<file path="src/rtl/prog_loader.sv">
`default_nettype none
// ============================================================================
// Module   : prog_loader
// Purpose  : Loads a 16-word program plus checksum over a valid/ready byte
//            stream into a 16x8 register array. The array serves the core's
//            instruction fetch combinationally. The core is held in reset
//            until a program has loaded with a matching checksum.
// Revision : 1.0 - initial release
// ============================================================================
module prog_loader #(
  parameter int DEPTH = 16,
  parameter int AW    = 4,
  parameter int IW    = 8
) (
  input  logic          clk,
  input  logic          resetn,
  input  logic          start,
  input  logic          in_valid,
  input  logic [IW-1:0] in_data,
  output logic          in_ready,
  input  logic [AW-1:0] addr,
  output logic [IW-1:0] inst,
  output logic          core_resetn,
  output logic          busy,
  output logic          done,
  output logic          err
);

  localparam logic [2:0] S_IDLE  = 3'd0;
  localparam logic [2:0] S_LOAD  = 3'd1;
  localparam logic [2:0] S_CHECK = 3'd2;
  localparam logic [2:0] S_RUN   = 3'd3;
  localparam logic [2:0] S_ERR   = 3'd4;

  localparam logic [AW-1:0] LAST_WORD = AW'(DEPTH - 1);

  logic [2:0]    state_q, state_d;
  logic [AW-1:0] cnt_q, cnt_d;
  logic [IW-1:0] sum_q, sum_d;
  logic          core_resetn_q;
  logic [IW-1:0] mem_q [DEPTH];
  logic          xfer;
  logic          wr_en;

  // in_ready depends only on registered state, never on in_valid
  assign in_ready = (state_q == S_LOAD) || (state_q == S_CHECK);
  assign xfer     = in_valid & in_ready;
  assign wr_en    = xfer && (state_q == S_LOAD);

  assign busy        = (state_q == S_LOAD) || (state_q == S_CHECK);
  assign done        = (state_q == S_RUN);
  assign err         = (state_q == S_ERR);
  assign core_resetn = core_resetn_q;
  assign inst        = mem_q[addr];

  // Next-state, word counter and running checksum
  always_comb begin
    state_d = state_q;
    cnt_d   = cnt_q;
    sum_d   = sum_q;
    case (state_q)
      S_IDLE, S_RUN, S_ERR: begin
        if (start) begin
          state_d = S_LOAD;
          cnt_d   = '0;
          sum_d   = '0;
        end
      end
      S_LOAD: begin
        if (xfer) begin
          sum_d = sum_q + in_data;
          cnt_d = cnt_q + 1'b1;
          if (cnt_q == LAST_WORD) begin
            state_d = S_CHECK;
          end
        end
      end
      S_CHECK: begin
        if (xfer) begin
          state_d = (in_data == sum_q) ? S_RUN : S_ERR;
        end
      end
      default: state_d = S_IDLE;
    endcase
  end

  // Control registers; core reset released only on entry to RUN
  always_ff @(posedge clk or negedge resetn) begin
    if (!resetn) begin
      state_q       <= S_IDLE;
      cnt_q         <= '0;
      sum_q         <= '0;
      core_resetn_q <= 1'b0;
    end else begin
      state_q       <= state_d;
      cnt_q         <= cnt_d;
      sum_q         <= sum_d;
      core_resetn_q <= (state_d == S_RUN);
    end
  end

  // Instruction store: cleared on reset, overwritten in place on reload
  always_ff @(posedge clk or negedge resetn) begin
    if (!resetn) begin
      for (int i = 0; i < DEPTH; i++) begin
        mem_q[i] <= '0;
      end
    end else if (wr_en) begin
      mem_q[cnt_q] <= in_data;
    end
  end

endmodule
`default_nettype wire
</file>
<file path="config.mk">
export PLATFORM = sky130hd
export DESIGN_NAME = prog_loader
export DESIGN_NICKNAME = d
export VERILOG_FILES = /design/src/rtl/prog_loader.sv
export SDC_FILE = /design/constraint.sdc
export NUM_CORES = 1
export LEC_CHECK = 0
export CORE_MARGIN = 2
export CORE_UTILIZATION = 40
export CTS_CLUSTER_DIAMETER = 120
export DETAILED_ROUTE_END_ITERATION = 10
export GPL_ROUTABILITY_DRIVEN = 0
export GPL_TIMING_DRIVEN = 0
export PLACE_DENSITY = 0.57
export SYNTH_ARGS = -nofsm -noshare
export SYNTH_HDL_FRONTEND = slang
export SYNTH_SLANG_ARGS = --single-unit
</file>
<file path="constraint.sdc">
create_clock -name clk -period 1.8 [get_ports clk]
set_input_delay 0.18 -clock clk [delete_from_list [all_inputs] [get_ports clk]]
set_output_delay 0.18 -clock clk [all_outputs]
set_load 0.01 [all_outputs]
</file>
==> flow_summary.ini <==
[cells_and_area]
finish.utilization_pct = 50.0
n_antenna_cell = 0
areaGrowthSynthToFinish_pct = 21.2
layout.nets = 553
multi_input_area_um2 = 3510
layout-drive-gt1-share_pct = 53.2
nFillCells = 1514
fin_area_um2 = 8700
final-seq-area_um2 = 3610

[logic_synthesis]
synth_top_area_share_pct = 50.2
synth-seq-area-share_pct = 50.2
netlist_top_cells_count = dfrtp_1, mux2_2, mux4_1
syn_avg_cell_area_um2 = 15.7
synth_edf_count = 0
synth_area_leader_cell = dfrtp_1
syn-cell-area_um2 = 7180
synth.most_common_cell = dfrtp_1
synth.top_cells.by_area = dfrtp_1, mux2_2, mux4_1, mux4_2, ha_1
async_reset_ff_share_pct = 100
synthFlopType = dfrtp_1
ys.warnings.count = 0
ys_types = 49
syn_nets = 486
synth_seq_cells = 144
syn_inst = 458

[route]
first_pass_iters = 5
dr.first_iter.drc_count = 258
num_vias = 4305
wire_per_inst_um = 23.4
wl_mm = 17.9
drc = 0
ant_nets = 0
viasPerCell = 5.64

[clocking]
clk_pin_slew_ps = 60
htreeDepth = 4
clk-insertion-delay-late_ps = 410
clock-sinks = 144
clk_path_buf_depth = 2
cts_tree = yes
cts-buffers-inserted = 17
clock_tree.root_cell = clkbuf_16

[timing]
final.setup_skew_ps = 7.83
setup_viol = 9
fin_ws_ps = -303
min_period_ps = 2100
hold_violations = 0
fin_crit_sh_pct = 117
worst_slew_pin_slew_ps = 712
rsz0062_at_grt = true
final-max-slew-violation-count = 0
whs_ps = 344
clock.fmax_ghz = 0.476
slew_headroom_pct = 52.5

[die]
io_pins = 29
rows = 48
die_h_um = 138
start_util_pct = 41.2
core_area_um2 = 17400
dieArea_um2 = 19000
die_w_um = 138

[critical_path]
path_common_cell = mux4_2
cp_num_buf_inv = 1
cp_slowest_cell = mux4_2
cp_data_required_time_ps = 1620
path_max_fanout = 2
crit_family = multiplexers
path_cells = mux4_2 -> mux4_2 -> buf_6
cp-end-kind = output pin
cp.arrival_ps = 1920
crit_type = flip-flop to output pin
critPathLaunchType = flip-flop
critical_path.max_stage_delay_ps = 510

[grt]
grt_remaining_overflow = 0
grt_pass1_wl_mm = 28.0
first_global_vias = 4692
grt_max_degree = 74
gr-usage-all-layers_pct = 20.7
antenna_found_initial = 0

[power]
leakagePower_nw = 3.94
ir_worst_vdd_uv = 741
pwr_density_cell_nw_per_um2 = 1300

[min_path]
hold_class = primary input to asynchronous set/reset pin

[run_status]
status = finished with violations
violations = setup timing

[placed_design]
io_buffers = 25
dp_hpwl_mm = 11.1
placed_area_um2 = 7750

[flow_run]
max_cap_violations = 0
-- cells in the final DEF, fill, tap and decap left out, types with 2 or more instances in the layout --
master	n
mux2_4	4
nor2_1	6
a22oi_1	3
buf_6	15
mux2_1	8
nand4_1	2
dlygate4sd2_1	9
buf_8	2
clkdlybuf4s50_1	4
clkbuf_1	14
mux4_2	39
nand3b_1	4
nor2b_1	2
xor2_1	3
o21a_1	2
clkinv_2	4
clkdlybuf4s15_1	2
ha_4	7
clkbuf_2	2
clkbuf_16	17
a21o_1	3
inv_1	4
bufinv_16	2
dfrtp_2	4
a22o_1	3
nor2b_4	2
ha_2	3
xnor2_1	4
nand4_4	3
buf_4	25
nand3_4	11
o21ai_0	6
nand2b_1	2
nand2_1	15
clkinvlp_4	2
nor3_1	2
buf_12	6
mux2_2	117
dfrtp_1	140
a21oi_1	4
-- final timing paths --
| path | startpoint | to | slack, ps | depth (start not counted) |
|---|---|---|---|---|
| worst min register to register | mem_q[116] | mem_q[116] | 490 | 1 |
| min in group clk | in_data[0] | mem_q[32] | 460 | 2 |
| worst max-delay path | mem_q[2] | inst[2] | -300 | 3 |
| worst max register to register | sum_q[2] | sum_q[7] | -60 | 6 |
| max in group asynchronous | resetn | mem_q[75] | 640 | 3 |
| worst min-delay path | resetn | state_q[1] | 340 | 2 |
-- cell type report --
cell class	instances	area share [%]
timing repair buffer	50	5.81
sequential	144	41.5
multi-input combinational	282	40.4
clock inverter	10	1.29
tap	225	3.23
inverter	4	0.173
buffer	26	2.54
clock buffer	22	5.10
-- timing repair --
action / in CTS / in global routing
buffers inserted: 16 / 7
resized for setup: 109 / 28
hold buffers: 1 / 0
endpoints found under the setup margin: 145 / 82
hold endpoints to repair: 71 / 0
pin swaps: 13 / 11
-- cell families (layout without fill, tap and decap cells) --
kind of cell	Yosys count	in the layout	synth area share [%]
and+or+nand+nor	63	63	6.85
DFF	144	144	50.2
muxes	170	170	34.2
adders and majority gates	12	12	2.20
xor gates and xnor gates	8	8	0.976
AOI/OAI and AO/OA	29	29	2.74
buffers and inverters	32	112	2.88
-- per-stage QoR --
step / power [mW] / setup TNS, ps / instances / setup slack, ps
global route: 12.0 / -3000 / 763 / -362
global placement: 7.32 / -800850 / 708 / -5180
finish: 11.4 / -2350 / 763 / -303
CTS: 11.2 / -2530 / 756 / -328
detailed placement: 7.46 / -58800 / 709 / -899
floorplan: 6.58 / 0 / 458 / 27.7
-- layer usage --
| metal | GRT usage, % | vias up | part of all wire, % |
|---|---|---|---|
| li1 | - | 1862 | - |
| met1 | 27.8 | 2315 | 43 |
| met2 | 33.3 | 105 | 49 |
| met3 | 5.34 | 23 | 5.9 |
| met4 | 6.12 | 0 | 1.5 |
| met5 | 0 | - | 0 |
-- worst register-to-register path: cells and delay by family (launching register included) --
kind / cells / cell delay (ps)
AO/OA/AOI/OAI: 3 / 450
adder cells (fa/ha/maj): 1 / 330
flip-flops: 1 / 420
AND/OR/NAND/NOR: 2 / 570
-- state kept, by name (all words and copies together) (netlist names) --
register	cells
sum_q	8
cnt_q	4
state_q	3
core_resetn	1
mem_q	128
-- report_power, final --
part / switching (mW) / internal, mW / leakage [nW]
logic: 1.53 / 1.91 / 1.76
clock network: 1.33 / 2.04 / 0.268
registers: 0.495 / 4.05 / 1.92
Power figures use the tool's default switching activity.
